`config.mk`:
```
export PLATFORM = sky130hd
export DESIGN_NAME = seq_operand_gen
export DESIGN_NICKNAME = d
export VERILOG_FILES = /design/src/rtl/seq_gen_pkg.sv /design/src/rtl/seq_lfsr8.sv /design/src/rtl/seq_operand_gen.sv
export SDC_FILE = /design/constraint.sdc
export NUM_CORES = 1
export LEC_CHECK = 0
export BUFFER_PORTS_ARGS = -buffer_cell sky130_fd_sc_hd__buf_2
export CAP_MARGIN = 40
export CORE_MARGIN = 5
export CORE_UTILIZATION = 51
export CTS_CLUSTER_SIZE = 16
export DETAILED_ROUTE_END_ITERATION = 8
export GPL_TIMING_DRIVEN = 0
export PLACE_DENSITY = 0.74
export SYNTH_ARGS = -nofsm -noshare
export SYNTH_HDL_FRONTEND = slang
export SYNTH_SLANG_ARGS = --single-unit
```
`constraint.sdc`:
```
create_clock -name clk -period 1.58 [get_ports clk]
set_input_delay 0.158 -clock clk [delete_from_list [all_inputs] [get_ports clk]]
set_output_delay 0.158 -clock clk [all_outputs]
set_load 0.05 [all_outputs]
```
`src/rtl/seq_gen_pkg.sv`:
```
// Shared types, constants and LFSR step function for the operand generator.
package seq_gen_pkg;

  typedef enum logic [1:0] {
    StIdle = 2'd0,
    StRun  = 2'd1,
    StDone = 2'd2
  } state_e;

  localparam int unsigned LFSR_W = 8;
  localparam logic [LFSR_W-1:0] LFSR_DEFAULT_SEED = 8'h01;

  localparam int unsigned LFSR_TAP_A = 7;
  localparam int unsigned LFSR_TAP_B = 5;
  localparam int unsigned LFSR_TAP_C = 4;
  localparam int unsigned LFSR_TAP_D = 3;

  // Fibonacci step: shift left, feedback into bit 0 (maximal length, period 255).
  function automatic logic [LFSR_W-1:0] lfsr_advance(input logic [LFSR_W-1:0] s);
    return {s[LFSR_W-2:0], s[LFSR_TAP_A] ^ s[LFSR_TAP_B] ^ s[LFSR_TAP_C] ^ s[LFSR_TAP_D]};
  endfunction

endpackage

```
`src/rtl/seq_lfsr8.sv`:
```
// 8-bit Fibonacci LFSR with synchronous load and step enable.
module seq_lfsr8
  import seq_gen_pkg::*;
(
  input  logic              clk,
  input  logic              rst,
  input  logic              load,
  input  logic [LFSR_W-1:0] seed,
  input  logic              step,
  output logic [LFSR_W-1:0] q
);

  always_ff @(posedge clk) begin
    if (rst) begin
      q <= LFSR_DEFAULT_SEED;
    end else if (load) begin
      q <= seed;
    end else if (step) begin
      q <= lfsr_advance(q);
    end
  end

endmodule

```
`src/rtl/seq_operand_gen.sv`:
```
// Operand source: LFSR-driven operand_a, stepped ramp operand_b, valid/ready handshake.
// Build option SEQ_OPERAND_GEN_SEED_EN adds a seed input sampled at run start.
module seq_operand_gen
  import seq_gen_pkg::*;
#(
  parameter int unsigned WIDTH       = 4,
  parameter int unsigned B_INIT      = 1,
  parameter int unsigned B_STEP      = 2,
  parameter int unsigned HOLD_CYCLES = 5,
  parameter int unsigned NUM_STEPS   = 10
) (
  input  logic             clk,
  input  logic             rst,
  input  logic             start,
  input  logic             abort,
  input  logic             ready,
`ifdef SEQ_OPERAND_GEN_SEED_EN
  input  logic [7:0]       seed,
`endif
  output logic [WIDTH-1:0] operand_a,
  output logic [WIDTH-1:0] operand_b,
  output logic             valid,
  output logic             busy,
  output logic             done
);

  localparam int unsigned HCW = (HOLD_CYCLES > 1) ? $clog2(HOLD_CYCLES) : 1;
  localparam int unsigned SCW = (NUM_STEPS > 1) ? $clog2(NUM_STEPS) : 1;
  localparam logic [HCW-1:0] HOLD_LAST = HCW'(HOLD_CYCLES - 1);
  localparam logic [SCW-1:0] STEP_LAST = SCW'(NUM_STEPS - 1);

  state_e           state_q, state_d;
  logic [HCW-1:0]   hold_q, hold_d;
  logic [SCW-1:0]   step_q, step_d;
  logic [WIDTH-1:0] a_q, a_d, b_q, b_d;
  logic             valid_q, valid_d, busy_q, busy_d, done_q, done_d;

  logic              lfsr_load, lfsr_step;
  logic [LFSR_W-1:0] lfsr_q, lfsr_next, seed_raw, seed_eff;

`ifdef SEQ_OPERAND_GEN_SEED_EN
  assign seed_raw = seed;
`else
  assign seed_raw = LFSR_DEFAULT_SEED;
`endif

  // All-zero is the LFSR lock-up state, so never load it.
  assign seed_eff  = (seed_raw == '0) ? LFSR_DEFAULT_SEED : seed_raw;
  assign lfsr_next = lfsr_advance(lfsr_q);

  seq_lfsr8 u_lfsr (
    .clk  (clk),
    .rst  (rst),
    .load (lfsr_load),
    .seed (seed_eff),
    .step (lfsr_step),
    .q    (lfsr_q)
  );

  always_comb begin
    state_d   = state_q;
    hold_d    = hold_q;
    step_d    = step_q;
    a_d       = a_q;
    b_d       = b_q;
    valid_d   = valid_q;
    busy_d    = busy_q;
    done_d    = 1'b0;
    lfsr_load = 1'b0;
    lfsr_step = 1'b0;

    unique case (state_q)
      StIdle: begin
        if (start) begin
          state_d   = StRun;
          lfsr_load = 1'b1;
          a_d       = seed_eff[WIDTH-1:0];
          b_d       = WIDTH'(B_INIT);
          hold_d    = '0;
          step_d    = '0;
          valid_d   = 1'b1;
          busy_d    = 1'b1;
        end
      end
      StRun: begin
        if (abort) begin
          state_d = StIdle;
          valid_d = 1'b0;
          busy_d  = 1'b0;
        end else if (valid_q && ready) begin
          lfsr_step = 1'b1;
          if (hold_q == HOLD_LAST) begin
            hold_d = '0;
            if (step_q == STEP_LAST) begin
              // Last transfer: operands keep the values just consumed.
              state_d = StDone;
              step_d  = '0;
              valid_d = 1'b0;
              busy_d  = 1'b0;
              done_d  = 1'b1;
            end else begin
              step_d = step_q + 1'b1;
              b_d    = b_q + WIDTH'(B_STEP);
              a_d    = lfsr_next[WIDTH-1:0];
            end
          end else begin
            hold_d = hold_q + 1'b1;
            a_d    = lfsr_next[WIDTH-1:0];
          end
        end
      end
      StDone: begin
        state_d = StIdle;
      end
      default: begin
        state_d = StIdle;
        valid_d = 1'b0;
        busy_d  = 1'b0;
      end
    endcase
  end

  always_ff @(posedge clk) begin
    if (rst) begin
      state_q <= StIdle;
      hold_q  <= '0;
      step_q  <= '0;
      a_q     <= '0;
      b_q     <= '0;
      valid_q <= 1'b0;
      busy_q  <= 1'b0;
      done_q  <= 1'b0;
    end else begin
      state_q <= state_d;
      hold_q  <= hold_d;
      step_q  <= step_d;
      a_q     <= a_d;
      b_q     <= b_d;
      valid_q <= valid_d;
      busy_q  <= busy_d;
      done_q  <= done_d;
    end
  end

  assign operand_a = a_q;
  assign operand_b = b_q;
  assign valid     = valid_q;
  assign busy      = busy_q;
  assign done      = done_q;

endmodule

```
==> impl_results.rst, run 1 <==
.. list-table::
   :header-rows: 1

   * - Metric
     - Value
   * - Slew margin rel.
     - 68.15%
   * - Fraction of the cycle the final worst path needs
     - 97.25%
   * - Min Clock Period, post-route
     - 1537 ps
   * - Fraction of final layout cells sized beyond drive strength 1
     - 34.13%
   * - Pre-CTS worst setup slack
     - -138.4 ps
   * - Sequential share of the synthesized area
     - 39.78%
   * - Synth-to-layout area growth
     - 18.88%
   * - Number of cell rows
     - 18
   * - Total DRC errors in the routed layout
     - 0
   * - Cells along the critical path
     - buf_6 -> nand4b_4 -> a211oi_4 -> o21ai_1 -> a32o_2
   * - Depth of the CTS H-tree
     - 1
   * - Area after detailed placement
     - 1468 um^2
   * - Sequential fraction of design power
     - 55.7%
   * - Synth Register Bits
     - 27
   * - Detail Placement HPWL
     - 2157 um
   * - Cell Pwr Density
     - 789.9 nW/um^2
   * - Port bufs
     - 14
   * - Largest net degree at the start of global routing
     - 17
   * - Most common library cell in the layout ignoring fill and taps
     - sky130_fd_sc_hd__dfxtp_1
   * - Die extent in x
     - 61.62 um
   * - Tot GR Track Use
     - 17.48%
   * - FILL cells
     - 218
   * - Measured slew at the worst slew-check pin
     - 477.7 ps
   * - Most common flop cell mapped by yosys
     - sky130_fd_sc_hd__dfxtp_1
   * - Worst-case clock skew
     - 14.98 ps
   * - DR vias/cell
     - 5.695
   * - Detailed-route wire length
     - 3043 um
   * - Via Count
     - 1122
   * - P_sw
     - 384.3 uW
   * - Clock transition at the register clock pins on the worst setup and hold paths after CTS
     - 170 ps
   * - Highest clock frequency the design can meet
     - 650.8 MHz
   * - Type of the worst setup path
     - reg2reg
   * - Finished Cell Area
     - 1615 um^2
   * - Antenna violations before repair
     - 0
   * - Syn Inst Count
     - 140
   * - Hold_buf cts
     - 0
   * - Antenna cells
     - 0
   * - Summed instance area of the synthesized netlist
     - 1359 um^2
   * - Global-route wire length before repair
     - 5023 um
   * - Area used by multi-input combinational logic
     - 778.2 um^2
   * - Status
     - completed
   * - Internal power
     - 891.7 uW
   * - Mean area per synthesized cell
     - 9.706 um^2
   * - TritonCTS clock tree
     - done
   * - Most frequent cells in the layout
     - sky130_fd_sc_hd__dfxtp_1, sky130_fd_sc_hd__buf_2, sky130_fd_sc_hd__nor2_1
   * - Final count of negative-setup-slack endpoints
     - 0
   * - Area taken by flip-flops and latches
     - 545.5 um^2
   * - Total nets after synthesis
     - 150
   * - Crit path DAT
     - 1790 ps
   * - Number of global-route vias before repair
     - 1145
   * - Initial standard-cell utilization of the core
     - 53.87%
   * - Maximum ir drop on the vdd rail
     - 0.4585 mV
   * - Post-route ant nets
     - 0
   * - Buffers from clock root to sink, at most
     - 2
   * - Core ar.
     - 2522 um^2
   * - Combinational cell fraction of total power
     - 19.1%
   * - Floorplan die area
     - 3796 um^2
   * - GP Congestion
     - 0.8235
   * - Critical path's largest stage delay
     - 350 ps
   * - Hold Fails Final Rpt
     - 0
   * - Number of nets in the layout
     - 178
   * - I/O pin total
     - 16
   * - Endpoint class of the critical path
     - flop
   * - Num CTS Buffers
     - 3
   * - Overall power of the completed layout
     - 1276 uW
   * - Worst path setup slack after routing
     - 43.41 ps
   * - Number of enable flip-flop cells after synthesis
     - 0
   * - TNS Setup
     - 0 ps
   * - Total of max-cap violations
     - 0
   * - Switching power share of the total
     - 30.12%
   * - Initial DRC count
     - 34
   * - Yosys warning count
     - 0
   * - Die Y-Extent
     - 61.62 um
   * - Crit-path max FO
     - 10
   * - Post-Route Utilization
     - 64.04%
   * - Required time at the worst-slack endpoint
     - 1840 ps
   * - FFs w/ async S/R, synth
     - 0%
   * - Clock insertion delay at the later pin of the skew report
     - 340 ps
   * - Slowest stage cell on the critical path
     - sky130_fd_sc_hd__dfxtp_1
   * - Remaining global-route overflow
     - 0
   * - P_leak
     - 0.0006637 uW
   * - DR WL/cell
     - 15.45 um
   * - Number of detailed-route iterations in the first pass
     - 5
   * - Number of sinks driven by the clock tree
     - 27
   * - Worst Hold Class
     - in2reg
   * - Startpoint class of the critical path
     - flop
   * - Final Max Slew Viols
     - 0
   * - Clock share of power
     - 25.2%
   * - Root Driver
     - sky130_fd_sc_hd__clkbuf_4
   * - Cell variety after synth
     - 45
==> cell families after synthesis <==
kind of cell / count (synthesis) / share of synthesized area (%)
buffers and inverters: 14 / 6.077
adder cells (fa/ha/maj): 5 / 4.604
XOR/XNOR: 5 / 3.223
AO/OA/AOI/OAI: 31 / 16.30
multiplexers: 9 / 6.722
flip-flops: 27 / 39.78
AND/OR/NAND/NOR: 49 / 23.30
==> cell type report <==
type	instances	share of cell area (%)
plain buffers	6	3.253
clock buffers	3	1.394
clock inverters	1	0.4648
inverters	7	1.627
multi-input cells	99	48.18
flip-flops and latches	27	33.77
well taps	30	2.324
repair buffers	24	8.985
==> sequential cells by signal (all words and copies together), names as in the netlist <==
signal / flops
busy: 1
state_q: 2
u_lfsr.q: 8
hold_q: 3
step_q: 4
done: 1
operand_a: 4
operand_b: 4
==> final timing paths <==
check | slack, ps | cells past startpoint | from | end
setup / recovery | 40 | 5 | state_q[0]$_SDFFE_PP0P_ | step_q[2]$_SDFFE_PP0P_
hold / removal | 2 | 2 | rst | operand_a[0]$_SDFFE_PP0P_
setup reg to reg | 40 | 5 | state_q[0]$_SDFFE_PP0P_ | step_q[2]$_SDFFE_PP0P_
hold reg to reg | 490 | 2 | operand_a[1]$_SDFFE_PP0P_ | operand_a[1]$_SDFFE_PP0P_
==> Yosys cell counts (2+ instances only) <==
library cell | n | area, um^2
sky130_fd_sc_hd__clkbuf_1 | 2 | 7.510
sky130_fd_sc_hd__nand2_1 | 5 | 18.77
sky130_fd_sc_hd__a211oi_1 | 2 | 15.01
sky130_fd_sc_hd__inv_1 | 7 | 26.28
sky130_fd_sc_hd__o21ai_0 | 5 | 25.02
sky130_fd_sc_hd__xnor2_1 | 4 | 35.03
sky130_fd_sc_hd__mux2i_1 | 8 | 80.08
sky130_fd_sc_hd__ha_1 | 5 | 62.56
sky130_fd_sc_hd__nand2b_4 | 2 | 27.53
sky130_fd_sc_hd__nand3_1 | 4 | 20.02
sky130_fd_sc_hd__a21oi_1 | 11 | 55.05
sky130_fd_sc_hd__nor4_1 | 3 | 18.77
sky130_fd_sc_hd__nor2_1 | 13 | 48.80
sky130_fd_sc_hd__dfxtp_1 | 27 | 540.5
sky130_fd_sc_hd__nor3_1 | 4 | 20.02
sky130_fd_sc_hd__nand4_1 | 4 | 25.02
sky130_fd_sc_hd__nand3b_1 | 2 | 15.01
sky130_fd_sc_hd__a31o_2 | 2 | 17.52
sky130_fd_sc_hd__buf_4 | 2 | 15.01
sky130_fd_sc_hd__buf_6 | 3 | 33.78
==> layer usage <==
metal  wire [um]  part of all wire (%)  global-route usage [%]  vias up
met1        1375                    45                   21.07      542
met3          79                   2.6                   2.516        8
met4          68                   2.2                   4.848        0
met5           0                     0                       0        -
met2        1520                    50                   31.99       19
li1            -                     -                       -      553
==> stage by stage <==
step | std cells | hold slack (ps)
after floorplan | 140 | 348.0
after global placement | 184 | 375.3
after detailed placement | 184 | 377.1
after CTS | 190 | 13.33
after global routing | 197 | -13.88
final | 197 | 2.283
==> power by group through the flow <==
| stage | Clock (uW) | Sequential [uW] | Combinational, uW |
|---|---|---|---|
| global placement | 0 | 723 | 198 |
| CTS | 320 | 710 | 217 |
| finish | 322 | 711 | 243 |
| detailed placement | 0 | 725 | 204 |
| floorplan | 0 | 755 | 125 |
| global route | 360 | 713 | 262 |
==> worst max-delay path, delay by kind of cell, from the launching register on <==
kind,cells,cell delay (ps)
compound gates,3,790
buf+inv,1,160
flops,1,350
simple gates,1,170
==> repair_timing <==
action	4_1_cts	5_1_grt
gates resized for setup	2	12
pin swaps	1	4
endpoints found under the setup margin	5	18
buffers inserted	3	7
Note: power is estimated with default switching activity, not from simulation.
==> run 2, diff against run 1 <==
ABC_AREA = 1   (was unset)
==> run 2 against run 1 <==
  * Combinational power is 91% higher
  * Global-route usage shrank 2.3 points
  * Count of clock-buffer cells in the layout unchanged
  * Sequential power grew 6.6%
  * Clock power fell by 5%
  * Worst setup slack better by 81 ps
  * First-iteration DRC count is 71% higher
  * Largest power group unchanged
  * Highest routed layer unchanged
==> impl_results.rst, run 2 <==
.. list-table::
   :header-rows: 1

   * - Metric
     - Value
   * - Clock insertion delay at the later pin of the skew report
     - 330 ps
   * - Post-synthesis compound-gate area fraction
     - 10.96%
   * - Sequential share of the synthesized area
     - 37.57%
   * - Clock transition at the register clock pins on the worst setup and hold paths after CTS
     - 150 ps
   * - FF-to-FF Start
     - hold_q[0]$_SDFFE_PP0P_
   * - Post-route ant nets
     - 0
   * - Core ar.
     - 2734 um^2
   * - FILL cells
     - 259
   * - Antenna cells
     - 0
   * - Min Clock Period, post-route
     - 1455 ps
   * - Die extent in x
     - 63.12 um
   * - Final count of negative-setup-slack endpoints
     - 0
   * - Highest clock frequency the design can meet
     - 687.1 MHz
   * - Maximum ir drop on the vdd rail
     - 0.6916 mV
   * - Cell Pwr Density
     - 958.0 nW/um^2
   * - Largest net degree at the start of global routing
     - 17
   * - Number of buffers inserted by post-CTS setup repair
     - 0
   * - Total DRC errors in the routed layout
     - 0
   * - Antenna violations before repair
     - 0
   * - Startpoint class of the critical path
     - flop
   * - Synth-to-layout area growth
     - 10.87%
   * - Post-Synth Adder-Cell Area
     - 4.348%
   * - Type of the worst setup path
     - reg2reg
   * - Global-route wire length before repair
     - 4995 um
   * - Syn Inst Count
     - 208
   * - Remaining global-route overflow
     - 0
   * - Grt met2 use
     - 24.10%
   * - Switching power share of the total
     - 37.54%
   * - P_sw
     - 573.8 uW
   * - Initial standard-cell utilization of the core
     - 52.63%
   * - Port bufs
     - 15
   * - Detailed-route wire length
     - 2796 um
   * - Highest-utilization routing layer at the global route stage
     - met2
   * - Met3 track utilization from global routing
     - 2.309%
   * - Number of sinks driven by the clock tree
     - 27
   * - Number of detailed-route iterations in the first pass
     - 6
   * - Total of max-cap violations
     - 0
   * - Post-CTS Resized
     - 0
   * - Num CTS Buffers
     - 3
   * - Fraction of the mapped netlist area in simple logic gates
     - 36.00%
   * - Area after detailed placement
     - 1553 um^2
   * - Sequential fraction of design power
     - 49.6%
   * - Via Count
     - 1296
   * - Number of enable flip-flop cells after synthesis
     - 0
   * - Hold_buf cts
     - 0
   * - Required time at the worst-slack endpoint
     - 1850 ps
   * - Endpoint class of the critical path
     - flop
   * - Number of global-route vias before repair
     - 1156
   * - Worst Hold Class
     - in2reg
   * - Detail Placement HPWL
     - 2065 um
   * - Cell types occupying the most area after synthesis
     - sky130_fd_sc_hd__dfxtp_1, sky130_fd_sc_hd__nand2_1, sky130_fd_sc_hd__nor2_1
   * - Measured slew at the worst slew-check pin
     - 523.2 ps
   * - TNS Setup
     - 0 ps
   * - Dominant cell type by area after synthesis
     - sky130_fd_sc_hd__dfxtp_1
   * - R2R Setup Slk
     - 120 ps
   * - Depth of the CTS H-tree
     - 1
   * - FFs w/ async S/R, synth
     - 0%
   * - Leading post-synthesis cells by instance count
     - sky130_fd_sc_hd__nand2_1, sky130_fd_sc_hd__nor2_1, sky130_fd_sc_hd__dfxtp_1, sky130_fd_sc_hd__a21oi_1, sky130_fd_sc_hd__inv_1
   * - Total nets after synthesis
     - 218
   * - I/O pin total
     - 16
   * - Buffers from clock root to sink, at most
     - 2
   * - Synth Register Bits
     - 27
   * - Met1 Usage GRT
     - 20.37%
   * - Most common library cell in the layout ignoring fill and taps
     - sky130_fd_sc_hd__nand2_1
   * - Yosys warning count
     - 0
   * - Cell count of the worst reg-to-reg path
     - 7
   * - Slew margin rel.
     - 65.12%
   * - Area share of the leading cell type in the synthesized netlist
     - 37.57%
   * - Final Max Slew Viols
     - 0
   * - Hold Fails Final Rpt
     - 0
   * - Timing endpoint of the critical path
     - step_q[1]$_SDFFE_PP0P_
   * - Multiplexer fraction of the synthesized cell area
     - 0%
   * - Die Y-Extent
     - 63.12 um
   * - Status
     - completed
   * - Number of cell rows
     - 19
   * - Combinational cell fraction of total power
     - 30.3%
   * - GP Congestion
     - 0.7836
   * - Worst-case clock skew
     - 4.270 ps
   * - Most common flop cell mapped by yosys
     - sky130_fd_sc_hd__dfxtp_1
   * - Internal power
     - 954.5 uW
   * - DR WL/cell
     - 10.84 um
   * - Number of nets in the layout
     - 238
   * - Crit path DAT
     - 1720 ps
   * - Fraction of the cycle the final worst path needs
     - 92.11%
   * - Tot GR Track Use
     - 15.19%
   * - Crit-path max FO
     - 6
   * - P_leak
     - 0.0007328 uW
   * - Largest register FFs
     - 8
   * - Mean area per synthesized cell
     - 6.918 um^2
   * - Finished Cell Area
     - 1595 um^2
   * - Dominant combinational cell family by area after synthesis
     - simple AND/OR/NAND/NOR gates
   * - Post-Synth XOR/XNOR Area
     - 3.043%
   * - Clock share of power
     - 20.1%
   * - Root Driver
     - sky130_fd_sc_hd__clkbuf_4
   * - Summed instance area of the synthesized netlist
     - 1439 um^2
   * - Terminus of the critical flop-to-flop path
     - step_q[1]$_SDFFE_PP0P_
   * - Launch point of the critical path
     - hold_q[0]$_SDFFE_PP0P_
   * - Register name with the most flops
     - u_lfsr.q
   * - TritonCTS clock tree
     - done
   * - Floorplan die area
     - 3984 um^2
   * - Initial DRC count
     - 58
   * - Most frequently used cell type in the post-synthesis netlist
     - sky130_fd_sc_hd__nand2_1
   * - DR vias/cell
     - 5.023
   * - Most frequent cells in the layout
     - sky130_fd_sc_hd__nand2_1, sky130_fd_sc_hd__nor2_1, sky130_fd_sc_hd__dfxtp_1
   * - Cell variety after synth
     - 27
   * - Fraction of final layout cells sized beyond drive strength 1
     - 20.70%
-- run 2: changes by cell type after synthesis, moves of 3 or more --
cell,before,now
sky130_fd_sc_hd__a21oi_1,11,17
sky130_fd_sc_hd__buf_6,3,0
sky130_fd_sc_hd__inv_1,7,17
sky130_fd_sc_hd__inv_2,0,5
sky130_fd_sc_hd__mux2i_1,8,0
sky130_fd_sc_hd__nand2_1,5,46
sky130_fd_sc_hd__nand2_2,0,5
sky130_fd_sc_hd__nand3_1,4,11
sky130_fd_sc_hd__nor2_1,13,35
sky130_fd_sc_hd__nor2_2,0,3
sky130_fd_sc_hd__nor2_4,0,3
sky130_fd_sc_hd__nor3_1,4,1
sky130_fd_sc_hd__o21ai_1,1,7
-- run 2: worst min-delay path by stage --
stage                                   from                         to  slack, ps  cells past startpoint
floorplan                              abort            done$_SDFF_PP0_        310                      3
global placement    u_lfsr.q[6]$_SDFFE_PP0P_   u_lfsr.q[7]$_SDFFE_PP0P_        450                      2
detailed placement  u_lfsr.q[6]$_SDFFE_PP0P_   u_lfsr.q[7]$_SDFFE_PP0P_        450                      2
CTS                                      rst  operand_b[2]$_SDFFE_PP0P_        120                      4
global route                             rst  operand_a[0]$_SDFFE_PP0P_        110                      4
finish                                 abort            done$_SDFF_PP0_        140                      4
-- run 2: cells by family (layout without fill, tap and decap cells) --
| kind of cell | count (synthesis) | after routing |
|---|---|---|
| fa+ha+maj | 5 | 5 |
| compound gates | 31 | 31 |
| buf+inv | 27 | 46 |
| simple gates | 113 | 113 |
| flops | 27 | 27 |
| xor+xnor | 5 | 5 |
-- run 2: cell type report --
class	instances	area, um^2	area share, %
Multi-Input combinational cell	154	792.0	49.65
Sequential cell	27	543.0	34.04
Inverter	24	90.09	5.647
Timing Repair Buffer	15	75.07	4.706
Tap cell	31	38.79	2.431
Buffer	3	26.28	1.647
Clock buffer	3	22.52	1.412
Clock inverter	1	7.507	0.4706
-- run 2: routing by layer --
layer,part of all wire [%],up-vias
met5,0,-
li1,-,697
met4,1.8,0
met2,45,23
met3,4.0,5
met1,50,571
-- run 2: critical path: stages (launching register included) --
cell and delay, ps:
sky130_fd_sc_hd__dfxtp_1 380, sky130_fd_sc_hd__inv_1 70, sky130_fd_sc_hd__ha_1 190, sky130_fd_sc_hd__nand2_1 200
sky130_fd_sc_hd__nand2_2 120, sky130_fd_sc_hd__nand3_1 200, sky130_fd_sc_hd__nand2_1 80, sky130_fd_sc_hd__a21oi_1 150
-- run 2: power groups by stage --
stage               combinational, uW  sequential [uW]  clock (uW)
global placement                  457              773           0
global route                      515              767         365
finish                            464              758         307
floorplan                         262              876           0
detailed placement                460              773           0
CTS                               462              758         330
-- run 2: stage by stage --
step / hold WS, ps / worst slack, ps / utilization, % / total power [uW] / instances
finish: 135.1 / 124.6 / 58.35 / 1528 / 258
global route: 113.9 / -7.379 / 58.35 / 1647 / 258
CTS: 119.5 / 27.47 / 57.89 / 1550 / 258
detailed placement: 450.7 / 42.04 / 56.80 / 1233 / 254
global placement: 449.3 / 38.77 / 56.80 / 1230 / 254
floorplan: 313.8 / 4.637 / - / 1138 / 208
==> run 3, diff against run 2 <==
CELL_PAD_IN_SITES_DETAIL_PLACEMENT = 0   (was unset)
CELL_PAD_IN_SITES_GLOBAL_PLACEMENT = 1   (was unset)
CORE_UTILIZATION = 37   (was 51)
PLACE_DENSITY = 0.79   (was 0.74)
==> run 3 against run 2 <==
  * Maximum frequency increased by 2.2%
  * Clock power up 35%
  * Worst setup slack gained 32 ps
  * Cell count increased by 6.6%
  * Count of clock-buffer cells in the layout did not move
  * Critical path depth is 2 higher
  * Non-clock buffer count did not move
  * Global-route usage is 2.6 points lower
  * Combinational power is 0.9% higher
  * Sequential share of layout area shrank 0.88 points
  * Largest cell class unchanged
==> impl_results.rst, run 3 (synthesized netlist as in run 2, its figures left out) <==
.. list-table::
   :header-rows: 1

   * - Metric
     - Value
   * - Synth-to-layout area growth
     - 13.57%
   * - Initial standard-cell utilization of the core
     - 38.72%
   * - Critical path's largest stage delay
     - 360 ps
   * - Detailed-route wire length
     - 3094 um
   * - Floorplan die area
     - 5236 um^2
   * - Cell count of the worst reg-to-reg path
     - 9
   * - Worst path setup slack after routing
     - 156.3 ps
   * - Finished Cell Area
     - 1634 um^2
   * - FF-to-FF Start
     - step_q[1]$_SDFFE_PP0P_
   * - Final Max Slew Viols
     - 0
   * - Crit-path max FO
     - 6
   * - Via Count
     - 1281
   * - Largest register FFs
     - 8
   * - Slew margin rel.
     - 66.25%
   * - Largest net degree at the start of global routing
     - 17
   * - GP Congestion
     - 0.7838
   * - Area after detailed placement
     - 1574 um^2
   * - Cells along the critical path
     - inv_1 -> ha_1 -> nand3_2 -> nand2_1 -> nand3_2 -> nand2_2 -> clkinv_1 -> nor2_1 -> nor2_1
   * - Area used by multi-input combinational logic
     - 792.0 um^2
   * - Cell Pwr Density
     - 1005 nW/um^2
   * - Slowest stage cell on the critical path
     - sky130_fd_sc_hd__dfxtp_1
   * - Terminus of the critical flop-to-flop path
     - operand_a[1]$_SDFFE_PP0P_
   * - Total of max-cap violations
     - 0
   * - DR vias/cell
     - 4.658
   * - Root Driver
     - sky130_fd_sc_hd__clkbuf_8
   * - Status
     - completed
   * - Antenna violations before repair
     - 0
   * - DR WL/cell
     - 11.25 um
   * - Crit path DAT
     - 1610 ps
   * - Clock insertion delay at the later pin of the skew report
     - 270 ps
   * - Remaining global-route overflow
     - 0
   * - Number of cell rows
     - 22
   * - Hold path cells
     - 4
   * - R2R Setup Slk
     - 160 ps
   * - Startpoint of the lowest-slack hold path
     - abort
   * - Most common library cell in the layout ignoring fill and taps
     - sky130_fd_sc_hd__nand2_1
   * - Register name with the most flops
     - u_lfsr.q
   * - Worst-case clock skew
     - 2.772 ps
   * - Depth of the CTS H-tree
     - 1
   * - Detail Placement HPWL
     - 2304 um
   * - I/O pin total
     - 16
   * - Number of sinks driven by the clock tree
     - 27
   * - Fraction of final layout cells sized beyond drive strength 1
     - 20.26%
   * - Worst Hold Class
     - in2reg
   * - Global-route wire length before repair
     - 5326 um
   * - Startpoint class of the critical path
     - flop
   * - Buffers from clock root to sink, at most
     - 2
   * - Die Y-Extent
     - 72.36 um
   * - Measured slew at the worst slew-check pin
     - 506.3 ps
   * - Area taken by flip-flops and latches
     - 541.8 um^2
   * - Setup repair after global routing missed its margin
     - false
   * - Clock transition at the register clock pins on the worst setup and hold paths after CTS
     - 100 ps
   * - P_leak
     - 0.0007405 uW
   * - TritonCTS clock tree
     - done
   * - Highest clock frequency the design can meet
     - 702.4 MHz
   * - Endpoint class of the critical path
     - flop
   * - Number of detailed-route iterations in the first pass
     - 4
   * - Post-route ant nets
     - 0
   * - TNS Setup
     - 0 ps
   * - Launch point of the critical path
     - step_q[1]$_SDFFE_PP0P_
   * - Final count of negative-setup-slack endpoints
     - 0
   * - FILL cells
     - 422
   * - Number of nets in the layout
     - 238
   * - Pre-CTS worst setup slack
     - -4.151 ps
   * - Die extent in x
     - 72.36 um
   * - Number of global-route vias before repair
     - 1187
   * - Most frequent cells in the layout
     - sky130_fd_sc_hd__nand2_1, sky130_fd_sc_hd__nor2_1, sky130_fd_sc_hd__dfxtp_1
   * - Port bufs
     - 15
   * - Hold Fails Final Rpt
     - 0
   * - Num CTS Buffers
     - 3
   * - Antenna cells
     - 0
   * - Core ar.
     - 3716 um^2
   * - Worst hold path endpoint
     - done$_SDFF_PP0_
   * - Min Clock Period, post-route
     - 1424 ps
   * - Fraction of the cycle the final worst path needs
     - 90.11%
   * - Number of buffers inserted by post-CTS setup repair
     - 0
   * - Required time at the worst-slack endpoint
     - 1760 ps
   * - Total DRC errors in the routed layout
     - 0
   * - Tot GR Track Use
     - 12.64%
   * - Maximum ir drop on the vdd rail
     - 0.3958 mV
   * - Type of the worst setup path
     - reg2reg
   * - Initial DRC count
     - 78
==> run 3: cell types whose count changed in the layout (fill, tap and decap cells not counted) <==
cell,before,now
sky130_fd_sc_hd__dfxtp_2,2,1
sky130_fd_sc_hd__clkbuf_4,3,0
sky130_fd_sc_hd__dfxtp_1,25,26
sky130_fd_sc_hd__clkbuf_8,0,3
==> run 3: per-layer routing <==
layer	GRT usage [%]	wire (um)	up-vias
li1	-	-	697
met1	16.88	1518	558
met2	20.32	1392	22
met3	1.939	129	4
met4	5.010	53	0
met5	0	0	-
==> run 3: layout make-up <==
type | instances | share of cell area (%)
Buffer | 3 | 1.608
Multi-Input combinational cell | 154 | 48.47
Sequential cell | 27 | 33.15
Clock buffer | 3 | 2.527
Clock inverter | 1 | 0.4594
Timing Repair Buffer | 15 | 4.594
Tap cell | 48 | 3.675
Inverter | 24 | 5.513
==> run 3: worst max path at each step <==
stage / to / slack, ps / depth (start not counted)
after floorplan: operand_b[1]$_SDFFE_PP0P_ / 5 / 7
after global placement: operand_a[1]$_SDFFE_PP0P_ / -7 / 8
after detailed placement: operand_a[1]$_SDFFE_PP0P_ / -4 / 8
after CTS: operand_a[1]$_SDFFE_PP0P_ / 50 / 9
after global routing: operand_b[1]$_SDFFE_PP0P_ / 4 / 9
final: operand_a[1]$_SDFFE_PP0P_ / 160 / 9
==> run 3: what timing repair did <==
item	in CTS	in global routing
resized for setup	1	3
setup endpoints to repair	3	8
hold buffers	0	0
==> run 3: worst max-delay path, delay by kind of cell (launching register included) <==
kind | cells | cell delay (ps)
adder cells (fa/ha/maj) | 1 | 170
buffers and inverters | 2 | 190
flip-flops | 1 | 360
AND/OR/NAND/NOR | 6 | 620
==> run 3: stage by stage <==
| stage | hold WS, ps | total power [uW] | utilization [%] | instances |
|---|---|---|---|---|
| after global placement | 447.7 | 1242 | 42.36 | 271 |
| after detailed placement | 458.4 | 1244 | 42.36 | 271 |
| after floorplan | 313.8 | 1138 | - | 208 |
| after global routing | 221.7 | 1741 | 43.97 | 275 |
| final | 206.5 | 1642 | 43.97 | 275 |
| after CTS | 203.9 | 1660 | 43.70 | 275 |
==> run 3: power breakdown <==
group,internal (uW),switching (uW)
Combinational,134,335
Clock,179,236
Sequential,723,34.5
